===== config.mk =====
export PLATFORM = sky130hd
export DESIGN_NAME = op_pipe_unit_flat
export DESIGN_NICKNAME = d
export VERILOG_FILES = /design/src/rtl/op_pipe_unit_if.sv /design/src/rtl/op_pipe_unit.sv /design/src/flat_wrapper.sv
export SDC_FILE = /design/constraint.sdc
export NUM_CORES = 1
export LEC_CHECK = 0
export ABC_CLOCK_PERIOD_IN_PS = 4100
export CAP_MARGIN = 20
export CELL_PAD_IN_SITES_DETAIL_PLACEMENT = 1
export CELL_PAD_IN_SITES_GLOBAL_PLACEMENT = 1
export CORE_MARGIN = 4
export CORE_UTILIZATION = 40
export CTS_CLUSTER_DIAMETER = 120
export CTS_CLUSTER_SIZE = 12
export DETAILED_ROUTE_END_ITERATION = 8
export PLACE_DENSITY_LB_ADDON = 0.1
export SLEW_MARGIN = 20
export SYNTH_ARGS = -nofsm -noshare
export SYNTH_HDL_FRONTEND = slang
export SYNTH_SLANG_ARGS = --single-unit
export TNS_END_PERCENT = 1

===== constraint.sdc =====
create_clock -name clk -period 4.1 [get_ports clk]
set_clock_uncertainty 0.15 [all_clocks]
set_input_delay 0.82 -clock clk [delete_from_list [all_inputs] [get_ports clk]]
set_output_delay 0.82 -clock clk [all_outputs]
set_load 0.02 [all_outputs]

===== src/rtl/op_pipe_unit_if.sv =====
// Operand/result handshake bundle between a stimulus source, op_pipe_unit and a result sink.
interface op_pipe_unit_if #(
   parameter int W   = 4,
   parameter int REP = 2
) ();
   localparam int RW = W * REP;

   logic          in_valid;
   logic          in_ready;
   logic [W-1:0]  a;
   logic [W-1:0]  b;
   logic          c;
   logic [2:0]    op;
   logic          out_valid;
   logic          out_ready;
   logic [RW-1:0] res;
   logic          err;

   modport master (
      output in_valid, a, b, c, op, out_ready,
      input  in_ready, out_valid, res, err
   );

   modport slave (
      input  in_valid, a, b, c, op, out_ready,
      output in_ready, out_valid, res, err
   );
endinterface


===== src/rtl/op_pipe_unit.sv =====
// Two-stage pipelined operator unit: stage 1 captures operands, stage 2 holds
// the computed result until the sink takes it. Keeps a wrapping count of
// accepted operations.
module op_pipe_unit #(
   parameter int W   = 4,
   parameter int REP = 2,
   parameter int CW  = 8
) (
   input  logic          clk,
   input  logic          rst,
   op_pipe_unit_if.slave bus,
   output logic [CW-1:0] cnt
);
   localparam int RW = W * REP;

   localparam logic [2:0] OP_LE   = 3'd0;
   localparam logic [2:0] OP_LAND = 3'd1;
   localparam logic [2:0] OP_BOR  = 3'd2;
   localparam logic [2:0] OP_REPL = 3'd3;
   localparam logic [2:0] OP_CAT  = 3'd4;
   localparam logic [2:0] OP_BAND = 3'd5;
   localparam logic [2:0] OP_BXOR = 3'd6;

   // Result evaluation; returns {err, res}. Opcode 7 is reserved and flags err.
   function automatic logic [RW:0] eval_op(
      input logic [W-1:0] a_i,
      input logic [W-1:0] b_i,
      input logic         c_i,
      input logic [2:0]   op_i
   );
      logic [RW-1:0] r;
      logic          e;
      r = {RW{1'b0}};
      e = 1'b0;
      case (op_i)
         OP_LE:   r = {{(RW-1){1'b0}}, (a_i <= b_i)};
         OP_LAND: r = {{(RW-1){1'b0}}, ((a_i != {W{1'b0}}) && (b_i != {W{1'b0}}))};
         OP_BOR:  r = {{(RW-W){1'b0}}, (a_i | b_i)};
         OP_REPL: r = {REP{a_i}};
         OP_CAT:  r = {{(RW-W-1){1'b0}}, a_i, c_i};
         OP_BAND: r = {{(RW-W){1'b0}}, (a_i & b_i)};
         OP_BXOR: r = {{(RW-W){1'b0}}, (a_i ^ b_i)};
         default: begin
            r = {RW{1'b0}};
            e = 1'b1;
         end
      endcase
      return {e, r};
   endfunction

   logic          v1_r;
   logic [W-1:0]  a1_r;
   logic [W-1:0]  b1_r;
   logic          c1_r;
   logic [2:0]    op1_r;
   logic          v2_r;
   logic [RW-1:0] res_r;
   logic          err_r;
   logic [CW-1:0] cnt_r;

   logic          s2_adv_s;
   logic          s1_adv_s;
   logic          in_ready_s;
   logic          accept_s;
   logic [RW-1:0] res_nxt_s;
   logic          err_nxt_s;

   // Advance/accept decisions and stage-2 result computation.
   always_comb begin
      s2_adv_s   = !v2_r || bus.out_ready;
      s1_adv_s   = !v1_r || s2_adv_s;
      in_ready_s = !rst && s1_adv_s;
      accept_s   = bus.in_valid && in_ready_s;
      {err_nxt_s, res_nxt_s} = eval_op(a1_r, b1_r, c1_r, op1_r);
   end

   // Stage 1: capture operands when the stage is free to move.
   always_ff @(posedge clk) begin
      if (rst) begin
         v1_r  <= 1'b0;
         a1_r  <= {W{1'b0}};
         b1_r  <= {W{1'b0}};
         c1_r  <= 1'b0;
         op1_r <= 3'd0;
      end else if (s1_adv_s) begin
         v1_r <= accept_s;
         if (accept_s) begin
            a1_r  <= bus.a;
            b1_r  <= bus.b;
            c1_r  <= bus.c;
            op1_r <= bus.op;
         end else begin
            op1_r <= op1_r;
         end
      end else begin
         v1_r <= v1_r;
      end
   end

   // Stage 2: load a new result only when stage 1 holds one; hold while stalled.
   always_ff @(posedge clk) begin
      if (rst) begin
         v2_r  <= 1'b0;
         res_r <= {RW{1'b0}};
         err_r <= 1'b0;
      end else if (s2_adv_s) begin
         v2_r <= v1_r;
         if (v1_r) begin
            res_r <= res_nxt_s;
            err_r <= err_nxt_s;
         end else begin
            res_r <= res_r;
         end
      end else begin
         v2_r <= v2_r;
      end
   end

   // Accepted-operation counter, wraps naturally at 2^CW.
   always_ff @(posedge clk) begin
      if (rst) begin
         cnt_r <= {CW{1'b0}};
      end else if (accept_s) begin
         cnt_r <= cnt_r + {{(CW-1){1'b0}}, 1'b1};
      end else begin
         cnt_r <= cnt_r;
      end
   end

   assign bus.in_ready  = in_ready_s;
   assign bus.out_valid = v2_r;
   assign bus.res       = res_r;
   assign bus.err       = err_r;
   assign cnt           = cnt_r;
endmodule


===== src/flat_wrapper.sv =====
// flat-port wrapper written by rule: the top's interface ports become plain ports
module op_pipe_unit_flat 
#(
   parameter int W   = 4,
   parameter int REP = 2,
   parameter int CW  = 8
)
  (clk, rst, cnt, bus_in_valid, bus_a, bus_b, bus_c, bus_op, bus_out_ready, bus_in_ready, bus_out_valid, bus_res, bus_err);
  op_pipe_unit_if #(.W(W), .REP(REP)) bus_i ();
  input  logic clk;
  input  logic rst;
  output logic [CW-1:0] cnt;
  input wire logic [$bits(bus_i.in_valid)-1:0] bus_in_valid;
  input wire logic [$bits(bus_i.a)-1:0] bus_a;
  input wire logic [$bits(bus_i.b)-1:0] bus_b;
  input wire logic [$bits(bus_i.c)-1:0] bus_c;
  input wire logic [$bits(bus_i.op)-1:0] bus_op;
  input wire logic [$bits(bus_i.out_ready)-1:0] bus_out_ready;
  output wire logic [$bits(bus_i.in_ready)-1:0] bus_in_ready;
  output wire logic [$bits(bus_i.out_valid)-1:0] bus_out_valid;
  output wire logic [$bits(bus_i.res)-1:0] bus_res;
  output wire logic [$bits(bus_i.err)-1:0] bus_err;
  assign bus_i.in_valid = bus_in_valid;
  assign bus_i.a = bus_a;
  assign bus_i.b = bus_b;
  assign bus_i.c = bus_c;
  assign bus_i.op = bus_op;
  assign bus_i.out_ready = bus_out_ready;
  assign bus_in_ready = bus_i.in_ready;
  assign bus_out_valid = bus_i.out_valid;
  assign bus_res = bus_i.res;
  assign bus_err = bus_i.err;
  op_pipe_unit #(.W(W), .REP(REP), .CW(CW)) u_core (.clk(clk), .rst(rst), .bus(bus_i), .cnt(cnt));
endmodule

==> results of run 1 <==
Yosys cell counts, types with 2 or more instances:
library cell   n
dfxtp_1       31
nand2_1       17
nor2_1        15
ha_1          13
inv_1         12
nand2b_1      11
o31ai_1       10
nand3_1        7
clkbuf_1       6
a21oi_1        5
a221oi_1       4
nor2b_1        4
nor4_1         4
o21ai_0        4
xnor2_1        4
a22oi_1        3
a311oi_1       3
a31oi_1        3
buf_2          3
mux2i_1        3
or3_1          3
a211o_1        2
a211oi_1       2
and3_1         2
and3b_1        2
nand3b_1       2
or2_2          2
flip-flops by register name, indices dropped and copies added, names as in the netlist:
name                  cells
u_core.v1_r               1
u_core.b1_r               4
u_core.bus.res            8
u_core.cnt                8
u_core.op1_r              3
u_core.bus.out_valid      1
u_core.bus.err            1
u_core.a1_r               4
u_core.c1_r               1
area by class of cell:
class	count	area (µm²)
Clock buffer	7	76.3
Clock inverter	1	5.00
Fill cell	465	1730
Inverter	12	45.0
Multi-Input combinational cell	134	907
Sequential cell	31	621
Tap cell	48	60.1
Timing Repair Buffer	36	355
critical path, delay by kind of cell:
| family | cells | cell delay, ns |
|---|---|---|
| buffers and inverters | 2 | 1.07 |
| AND/OR/NAND/NOR | 2 | 0.37 |
metal layers:
metal  vias to the layer above  routed length, µm
met4                         0                 52
met5                         -                  0
met2                        29               2040
met3                         6                208
li1                        724                  -
met1                       684               1890
cell families after synthesis:
kind of cell	Yosys count	share of synthesized area [%]
DFF	31	38.3
and+or+nand+nor	74	24.2
muxes	3	1.85
adders and majority gates	13	10.0
buffers and inverters	22	5.79
AOI/OAI and AO/OA	40	17.7
xor gates and xnor gates	4	2.16
path summary, 6_finish.rpt:
| kind | slack, ns | end | cells past startpoint | from |
|---|---|---|---|---|
| worst max register to register | 2.08 | u_core.bus.res[0]$_SDFFE_PP0P_ | 4 | u_core.op1_r[2]$_SDFFE_PP0P_ |
| worst max-delay path | 0.86 | bus_in_ready | 4 | bus_out_ready |
| worst min-delay path | 0.31 | u_core.bus.res[3]$_SDFFE_PP0P_ | 2 | u_core.bus.res[3]$_SDFFE_PP0P_ |
| worst min register to register | 0.31 | u_core.bus.res[3]$_SDFFE_PP0P_ | 2 | u_core.bus.res[3]$_SDFFE_PP0P_ |
power groups by stage:
stage	combinational, W	clock (W)	sequential [W]
floorplan	0.0000692	0	0.000341
detailed placement	0.000116	0	0.000343
CTS	0.000117	0.000236	0.000337
global placement	0.000110	0	0.000342
global route	0.000129	0.000252	0.000340
finish	0.000116	0.000228	0.000337
placed cells by master (no fill, tap or decap), types with 2 or more instances in the layout:
cell type        synthesis  layout
a211o_1                  2       2
a211oi_1                 2       2
a21oi_1                  5       5
a221oi_1                 4       4
a22oi_1                  3       3
a311oi_1                 3       3
a31oi_1                  3       3
and3_1                   2       2
and3b_1                  2       2
buf_4                    0       2
clkbuf_1                 6       2
clkbuf_8                 0       5
clkdlybuf4s50_1          0      34
dfxtp_1                 31      31
ha_1                    13      13
inv_1                   12      12
mux2i_1                  3       3
nand2_1                 17      17
nand2b_1                11      11
nand3_1                  7       7
nand3b_1                 2       2
nor2_1                  15      15
nor2b_1                  4       4
nor4_1                   4       4
o21ai_0                  4       4
o31ai_1                 10      10
or2_2                    2       2
or3_1                    3       3
xnor2_1                  4       4
metrics by stage:
step / hold WS, ns / instance area [µm²] / total power (W) / worst slack (ns) / utilization [%]
after floorplan: 0.300 / 1620 / 0.000410 / 1.32 / -
after global placement: 0.294 / 1990 / 0.000452 / 0.870 / 52.3
after detailed placement: 0.301 / 1990 / 0.000459 / 0.869 / 52.3
after CTS: 0.310 / 2070 / 0.000691 / 0.856 / 54.5
after global routing: 0.337 / 2070 / 0.000721 / 0.777 / 54.5
final: 0.309 / 2070 / 0.000681 / 0.858 / 54.5
==> summary.md, run 1 <==
| Metric | Value |
|---|---|
| Outcome | completed |
| Critical path's largest stage delay | 0.60 ns |
| Worst-skew pair later-pin latency | 0.28 ns |
| Effective utilization at floorplan | 42.7% |
| Area growth, synth to finish | 27.6% |
| Flops & latches, synth | 31 |
| CTS Sinks | 31 |
| CTS tree | yes |
| Post-route ant nets | 0 |
| Syn Inst Count | roughly 190 |
| Placer Congestion | between 0.7 and 0.8 |
| Die area | 5140 µm² |
| CP Launch Type | input port |
| Share of power burned in the clock network | 33.5% |
| Max H-tree Level | 2 |
| Slew margin rel. | between 60% and 70% |
| Distinct cells, synth | 37 |
| Clock-pin slew on the worst setup and hold paths | 0.06 ns |
| Crit path cell chain | clkdlybuf4s50_1 -> and3b_1 -> nor2_1 -> clkdlybuf4s50_1 |
| Setup tns final | 0 ns |
| Syn nets | 216 |
| Initial drt markers | around 110 |
| Max Slew Vio Count | 0 |
| F_max | 308 MHz |
| CP max stage cell | clkdlybuf4s50_1 |
| Ys Warns | 0 |
| Register area share after synthesis | 38.3% |
| Endpoint class of the critical path | output port |
| Largest net degree at the start of global routing | 38 |
| Core area | around 3800 µm² |
| First-pass DRT Iterations | 4 |
| Final Cycle Share | approximately 80% |
| # setup viols final | 0 |
| ANT cells | 0 |
| Commonest register cell after synthesis | dfxtp_1 |
| Width of the die | just over 70 µm |
| Post-route DRC | 0 |
| Vias | 1443 |
| Mean Syn Cell Area | between 8 and 9 µm² |
| Total Wirelength | between 4 and 5 mm |
| Post-placement cell count | 261 |
| Met3 Use GR | 3.93% |
| Power Density | 329 nW/µm² |
| Final Net Count | 249 |
| Dpl hpwl | 3.04 mm |
| Non-Filler Instances | approximately 270 |
| Initial antenna violation count | 0 |
| Psw | 0.000190 W |
| Tmin final | 3.24 ns |
| Flop pwr share | between 40% and 50% |
| Number of global-route vias before repair | 1486 |
| Post-CTS Setup Inserts | 0 |
| CP arrival | 2.27 ns |
| Crit Path Class | in2out |
| Boundary pin count | 35 |
| P_int | 0.000492 W |
| Grt ovf | 0 |
| RSZ-0062 raised after global routing | false |
| Synth async-reset ratio | 0% |
| Worst vdd ir | 0.229 mV |
| Max-cap violation count | 0 |
| WL/cell | 15.6 µm |
| Worst Path Max Fanout | 7 |
| Logic pwr share | 17.0% |
| Sw Share | 27.8% |
| GRT met1 Usage | 20.3% |
| CTS Buf Count | 5 |
| Worst slew pin tran | between 0.5 and 0.6 ns |
| Required @ worst endpoint | 3.13 ns |
| Routed vias/inst | 5.36 |
| Hold Crit Class | reg2reg |
| Area leader, netlist | dfxtp_1 |
| # rows | 22 |
| Pleak | 0.793 nW |
| Post-synth EDFFs | 0 |
| Synth area leaders | dfxtp_1 (38%), ha_1 (10%), o31ai_1 (4.6%), nand2b_1 (4.2%), nand2_1 (3.9%) |
| Fraction of layout instances using a drive strength above 1 | 4.98% |
| Grt peak-use layer | met2 |
| Root Driver | clkbuf_8 |
| CTS Buffer Depth | 2 |
| Post_cts resized | 0 |
| GRT met2 Usage | 31.3% |
| Cell Area, Synth | 1620 µm² |
| Total global routing track utilization | around 18% |
| Most frequent CP cell | clkdlybuf4s50_1 |
| Die Ht | 71.7 µm |
| Final Hold Violating Endpoints | 0 |
| Share of the synthesized area in the top cell type | 38.3% |
| CTS Hold Bufs | 0 |
| First-pass GRT wire length | 7.09 mm |
| IO Port Bufs | 34 |
Power figures use the tool's default switching activity.
==> run 2: changes to the inputs <==
--- a/config.mk
+++ b/config.mk
@@ -5,12 +5,12 @@
 export SDC_FILE = /design/constraint.sdc
 export NUM_CORES = 1
 export LEC_CHECK = 0
-export ABC_CLOCK_PERIOD_IN_PS = 4100
+export ABC_CLOCK_PERIOD_IN_PS = 3100
 export CAP_MARGIN = 20
 export CELL_PAD_IN_SITES_DETAIL_PLACEMENT = 1
 export CELL_PAD_IN_SITES_GLOBAL_PLACEMENT = 1
 export CORE_MARGIN = 4
-export CORE_UTILIZATION = 40
+export CORE_UTILIZATION = 37
 export CTS_CLUSTER_DIAMETER = 120
 export CTS_CLUSTER_SIZE = 12
 export DETAILED_ROUTE_END_ITERATION = 8
==> constraint.sdc (replaced) <==
create_clock -name clk -period 3.1 [get_ports clk]
set_clock_uncertainty 0.15 [all_clocks]
set_input_delay 0.62 -clock clk [delete_from_list [all_inputs] [get_ports clk]]
set_output_delay 0.62 -clock clk [all_outputs]
set_load 0.02 [all_outputs]
==> run 2 against run 1 <==
Net effect:
- total power grew 35%
- via count increased by 2.2%
- sequential share of layout area fell by 0.13 points
- non-clock buffer count is the same
- core utilization fell by 4.0 points
- first-iteration DRC count down 27%
- setup slack got worse by 0.64 ns
- count of clock-buffer cells in the layout is 1 lower
- clock power rose by 42%
==> summary.md, run 2 (synthesized netlist as in run 1, its figures left out) <==
| Metric | Value |
|---|---|
| Crit path cell chain | clkdlybuf4s50_1 -> and3b_1 -> nor2_1 -> clkdlybuf4s50_1 (unchanged) |
| Reg2reg start | u_core.op1_r[2]$_SDFFE_PP0P_ (unchanged) |
| Endpoint class of the critical path | output port (unchanged) |
| Final Hold Violating Endpoints | 0 (unchanged) |
| Post-CTS Setup Inserts | 0 (unchanged) |
| Largest net degree at the start of global routing | 38 (unchanged) |
| Flop2flop setup slack | 1.12 ns (was 2.08 ns) |
| F_max | 347 MHz |
| Setup tns final | 0 ns (unchanged) |
| Grt ovf | 0 (unchanged) |
| Core area | 4120 µm² (was 3800 µm²) |
| First-pass GRT wire length | 7.01 mm (was 7.09 mm) |
| IO Port Bufs | 34 (unchanged) |
| Max H-tree Level | 2 (unchanged) |
| Post-route ant nets | 0 (unchanged) |
| Post-route DRC | 0 (unchanged) |
| Slew margin rel. | 61.0% (was 60.6%) |
| CP arrival | 2.12 ns (was 2.27 ns) |
| Clock-pin slew on the worst setup and hold paths | 0.06 ns (about the same) |
| Finished Core Util | 50.5% (was 54.5%) |
| Fraction of layout instances using a drive strength above 1 | 5.45% (was 4.98%) |
| Outcome | completed (unchanged) |
| Crit Path Class | in2out (unchanged) |
| Area growth, synth to finish | 28.2% (was 27.6%) |
| Worst r2r dst | u_core.bus.res[0]$_SDFFE_PP0P_ (unchanged) |
| Initial antenna violation count | 0 (unchanged) |
| # rows | 23 (was 22) |
| Number of global-route vias before repair | 1528 (was 1486) |
| Width of the die | 74.2 µm (was 71.7 µm) |
| Most frequent cells in the layout | clkdlybuf4s50_1 (34), dfxtp_1 (31), nand2_1 (17), nor2_1 (15), ha_1 (13) (unchanged) |
| Worst vdd ir | 0.242 mV (was 0.229 mV) |
| Effective utilization at floorplan | 39.4% (was 42.7%) |
| RSZ-0062 raised after global routing | false (unchanged) |
| Die area | 5510 µm² (was 5140 µm²) |
| CTS Buffer Depth | 2 (unchanged) |
| Max Slew Vio Count | 0 (unchanged) |
| # setup viols final | 0 (unchanged) |
| Total Wirelength | 4.11 mm (was 4.19 mm) |
| Critical path's largest stage delay | 0.62 ns (was 0.60 ns) |
| Die Ht | 74.2 µm (was 71.7 µm) |
| Most frequent CP cell | clkdlybuf4s50_1 (unchanged) |
| Total global routing track utilization | 16.5% (was 17.7%) |
| Reg2Reg Depth | 4 (unchanged) |
| Dpl hpwl | 2.99 mm (was 3.04 mm) |
| First-pass DRT Iterations | 4 (unchanged) |
| WL/cell | 15.2 µm (was 15.6 µm) |
| Placer Congestion | 0.862 (was 0.799) |
| ANT cells | 0 (unchanged) |
| Worst slew pin tran | 0.584 ns (was 0.590 ns) |
| Final Net Count | 249 (unchanged) |
| Post_cts resized | 0 (unchanged) |
| CP Launch Type | input port (unchanged) |
| Max-cap violation count | 0 (unchanged) |
| Boundary pin count | 35 (unchanged) |
| CP endpoint | bus_in_ready (unchanged) |
| Required @ worst endpoint | 2.33 ns (was 3.13 ns) |
| CTS Hold Bufs | 0 (unchanged) |
| Worst Path Max Fanout | 7 (unchanged) |
| Pleak | 0.798 nW (was 0.793 nW) |
| PnR worst setup slack | 0.215 ns (was 0.858 ns) |
| Worst-skew pair later-pin latency | 0.29 ns (was 0.28 ns) |
| Final Cycle Share | 93.1% |
| Root Driver | clkbuf_8 (unchanged) |
| CTS Sinks | 31 (unchanged) |
| Most common cell after layout, fill and taps aside | clkdlybuf4s50_1 (unchanged) |
| Power Density | 443 nW/µm² (was 329 nW/µm²) |
| CTS tree | yes (unchanged) |
| CTS Buf Count | 5 (unchanged) |
| CP max stage cell | clkdlybuf4s50_1 (unchanged) |
| Hold Crit Class | reg2reg (unchanged) |
| Initial drt markers | 78 (was 107) |
| Dpl ws | 0.215 ns (was 0.869 ns) |
| Vias | 1475 (was 1443) |
| Routed vias/inst | 5.46 (was 5.36) |
| Tmin final | 2.89 ns |
| Worst Setup SP | bus_out_ready (unchanged) |
## run 2: worst min-delay path by stage
stage / endpoint / slack [ns] / depth (start not counted) / from
2_1_floorplan: u_core.c1_r$_SDFFE_PP0P_ / 0.30 / 2 / u_core.c1_r$_SDFFE_PP0P_
3_5_place_dp: u_core.bus.res[2]$_SDFFE_PP0P_ / 0.30 / 2 / u_core.bus.res[2]$_SDFFE_PP0P_
6_report: u_core.bus.res[2]$_SDFFE_PP0P_ / 0.31 / 2 / u_core.bus.res[2]$_SDFFE_PP0P_
3_3_place_gp: u_core.bus.res[2]$_SDFFE_PP0P_ / 0.29 / 2 / u_core.bus.res[2]$_SDFFE_PP0P_
4_1_cts: u_core.bus.res[2]$_SDFFE_PP0P_ / 0.31 / 2 / u_core.bus.res[2]$_SDFFE_PP0P_
5_1_grt: u_core.bus.res[1]$_SDFFE_PP0P_ / 0.34 / 2 / u_core.bus.res[1]$_SDFFE_PP0P_
## run 2: stage by stage
stage / power (W) / hold slack (ns) / cell area (µm²) / instances
detailed placement: 0.000606 / 0.301 / 1990 / 263
CTS: 0.000930 / 0.310 / 2080 / 270
global placement: 0.000600 / 0.293 / 1990 / 263
global route: 0.000968 / 0.336 / 2080 / 270
floorplan: 0.000543 / 0.300 / 1620 / 187
finish: 0.000920 / 0.310 / 2080 / 270
## run 2: power breakdown
group / switching (W) / internal (W) / leakage, nW
Combinational: 0.0000755 / 0.0000753 / 0.498
Clock: 0.000150 / 0.000174 / 0.0470
Sequential: 0.0000277 / 0.000418 / 0.254
Total: 0.000253 / 0.000667 / 0.798
## run 2: area by class of cell
type                    instances  area (µm²)
fillers                       490        2040
well taps                      50        62.6
inverters                      12        45.0
clock inverters                 1        5.00
multi-input cells             134         907
flip-flops and latches         31         621
repair buffers                 36         355
clock buffers                   6        82.6
## run 2: routing by layer
metal | vias up | global-route usage [%] | wire (µm)
li1 | 726 | - | -
met1 | 707 | 20.7 | 1900
met2 | 34 | 27.1 | 1950
met3 | 8 | 3.38 | 173
met4 | 0 | 7.44 | 84
met5 | - | 0 | 0
## run 2: worst max-delay path: cells and delay by family
family | cells | cell delay [ns]
buffers and inverters | 2 | 1.10
AND/OR/NAND/NOR | 2 | 0.40
==> run 3: changes to the inputs <==
--- a/config.mk
+++ b/config.mk
@@ -14,6 +14,8 @@
 export CTS_CLUSTER_DIAMETER = 120
 export CTS_CLUSTER_SIZE = 12
 export DETAILED_ROUTE_END_ITERATION = 8
+export GPL_ROUTABILITY_DRIVEN = 0
+export GPL_TIMING_DRIVEN = 0
 export PLACE_DENSITY_LB_ADDON = 0.1
 export SLEW_MARGIN = 20
 export SYNTH_ARGS = -nofsm -noshare
==> run 3 against run 2 <==
Net effect:
- total power rose by 2.1%
- global-route usage rose by 3.0 points
- non-clock buffer count rose by 6
- via count rose by 3.3%
- setup slack improved by 0.0081 ns
- critical endpoint unchanged
- sequential power barely moved
- core utilization rose by 0.70 points
- routed wire length rose by 19%
- maximum frequency rose by 0.28%
==> summary.md, run 3 (synthesized netlist as in run 1, its figures left out) <==
| Metric | Value |
|---|---|
| Area of the multi-input gates | 907 µm² (unchanged) |
| Dpl ws | -0.651 ns (was 0.215 ns) |
| Initial antenna violation count | 0 (unchanged) |
| Power Density | 446 nW/µm² (was 443 nW/µm²) |
| Clock-pin slew on the worst setup and hold paths | 0.06 ns (about the same) |
| Boundary pin count | 35 (unchanged) |
| Final Net Count | 255 (was 249) |
| Pleak | 0.816 nW (was 0.798 nW) |
| # rows | 23 (unchanged) |
| Finished Core Util | 51.2% (was 50.5%) |
| Worst slew pin tran | 0.685 ns (was 0.584 ns) |
| Fill cells | 496 (was 490) |
| Number of global-route vias before repair | 1628 (was 1528) |
| Post-route ant nets | 0 (unchanged) |
| Width of the die | 74.2 µm (unchanged) |
| Required @ worst endpoint | 2.33 ns (about the same) |
| Crit Path Class | in2out (unchanged) |
| First-pass GRT wire length | 7.94 mm (was 7.01 mm) |
| Non-Filler Instances | 276 (was 270) |
| Flop2flop setup slack | 1.12 ns (about the same) |
| Endpoint class of the critical path | output port (unchanged) |
| Die area | 5510 µm² (unchanged) |
| F_max | 348 MHz (was 347 MHz) |
| CP arrival | 2.11 ns (was 2.12 ns) |
| Slew margin rel. | 54.1% (was 61.0%) |
| Hold Crit Class | reg2reg (unchanged) |
| Most common cell after layout, fill and taps aside | clkdlybuf4s50_1 (unchanged) |
| Root Driver | clkbuf_8 (unchanged) |
| Final Hold Violating Endpoints | 0 (unchanged) |
| Critical path's largest stage delay | 0.60 ns (was 0.62 ns) |
| Max H-tree Level | 2 (unchanged) |
| Final Cycle Share | 92.8% (was 93.1%) |
| First-pass DRT Iterations | 4 (unchanged) |
| Worst vdd ir | 0.240 mV (was 0.242 mV) |
| IO Port Bufs | 34 (unchanged) |
| Dpl hpwl | 3.57 mm (was 2.99 mm) |
| Outcome | completed (unchanged) |
| Total Wirelength | 4.90 mm (was 4.11 mm) |
| CTS Buffer Depth | 2 (unchanged) |
| # setup viols final | 0 (unchanged) |
| Core area | 4120 µm² (unchanged) |
| RSZ-0062 raised after global routing | false (unchanged) |
| Effective utilization at floorplan | 39.4% (unchanged) |
| Max Slew Vio Count | 0 (unchanged) |
| Initial drt markers | 96 (was 78) |
| Area growth, synth to finish | 29.9% (was 28.2%) |
| Die Ht | 74.2 µm (unchanged) |
| Post-CTS Setup Inserts | 0 (unchanged) |
| Post-placement cell count | 271 (was 263) |
| Most frequent CP cell | clkdlybuf4s50_1 (unchanged) |
| Most frequent cells in the layout | clkdlybuf4s50_1 (33), dfxtp_1 (31), nand2_1 (17), nor2_1 (15), ha_1 (13) (was clkdlybuf4s50_1 (34), dfxtp_1 (31), nand2_1 (17), nor2_1 (15), ha_1 (13)) |
| CTS Sinks | 31 (unchanged) |
| Largest net degree at the start of global routing | 20 (was 38) |
| Vias | 1523 (was 1475) |
| CTS tree | yes (unchanged) |
| Post-route DRC | 0 (unchanged) |
| WL/cell | 17.8 µm (was 15.2 µm) |
| ANT cells | 0 (unchanged) |
| Tmin final | 2.88 ns (was 2.89 ns) |
| CP Launch Type | input port (unchanged) |
| Worst-skew pair later-pin latency | 0.29 ns (about the same) |
| Total global routing track utilization | 19.5% (was 16.5%) |
| Crit path cell chain | clkdlybuf4s50_1 -> and3b_1 -> buf_6 -> nor2_1 -> clkdlybuf4s50_1 (was clkdlybuf4s50_1 -> and3b_1 -> nor2_1 -> clkdlybuf4s50_1) |
| Routed vias/inst | 5.52 (was 5.46) |
| CTS Buf Count | 5 (unchanged) |
| Fraction of layout instances using a drive strength above 1 | 6.64% (was 5.45%) |
| CP max stage cell | clkdlybuf4s50_1 (unchanged) |
| Register area | 621 µm² (unchanged) |
| Grt ovf | 0 (unchanged) |
| PnR worst setup slack | 0.223 ns (was 0.215 ns) |
| Max-cap violation count | 0 (unchanged) |
| Worst Path Max Fanout | 7 (unchanged) |
-- run 3: cell count changes in the layout (fill, tap and decap cells not counted), sizes merged --
cell,change
buf,+2
clkbuf,+4
clkdlybuf4s50,-1
dlygate4sd2,+1
-- run 3: critical path, delay by kind of cell --
kind / cells / cell delay [ns]
buf+inv: 3 / 1.21
simple gates: 2 / 0.27
-- run 3: power breakdown --
| part | switching, W | total [W] | internal [W] |
|---|---|---|---|
| logic | 0.0000879 | 0.000165 | 0.0000772 |
| clock network | 0.000156 | 0.000330 | 0.000174 |
| registers | 0.0000254 | 0.000443 | 0.000418 |
| total | 0.000270 | 0.000939 | 0.000669 |
-- run 3: layout make-up --
| class | count | share of cell area (%) |
|---|---|---|
| multi-input cells | 134 | 43.1 |
| clock buffers | 6 | 3.92 |
| well taps | 50 | 2.97 |
| flip-flops and latches | 31 | 29.5 |
| clock inverters | 1 | 0.238 |
| inverters | 12 | 2.14 |
| plain buffers | 8 | 2.14 |
| repair buffers | 34 | 16.1 |
-- run 3: routing by layer --
| metal | routed length [µm] | vias up | global-route usage, % |
|---|---|---|---|
| li1 | - | 740 | - |
| met1 | 2100 | 737 | 23.4 |
| met2 | 2500 | 37 | 34.3 |
| met3 | 206 | 9 | 3.65 |
| met4 | 93 | 0 | 7.44 |
| met5 | 0 | - | 0 |
-- run 3: worst paths after layout --
check	startpoint	end	cells after the start
setup / recovery	bus_out_ready	bus_in_ready	5
hold / removal	u_core.bus.res[1]$_SDFFE_PP0P_	u_core.bus.res[1]$_SDFFE_PP0P_	2
setup reg to reg	u_core.v1_r$_SDFFE_PP0N_	u_core.a1_r[0]$_SDFFE_PP0P_	6
hold reg to reg	u_core.bus.res[1]$_SDFFE_PP0P_	u_core.bus.res[1]$_SDFFE_PP0P_	2
-- run 3: per-stage QoR --
step / setup TNS [ns] / area (µm²) / total power (W) / hold WS [ns]
global route: 0 / 2110 / 0.000980 / 0.353
CTS: 0 / 2110 / 0.000944 / 0.317
floorplan: 0 / 1620 / 0.000543 / 0.300
global placement: -0.637 / 2020 / 0.000606 / 0.293
finish: 0 / 2110 / 0.000939 / 0.311
detailed placement: -0.651 / 2020 / 0.000615 / 0.308
-- run 3: timing repair --
item                                    4_1_cts  5_1_grt
gates resized for setup                       3        0
hold buffers                                  0        0
endpoints found under the setup margin        1        0
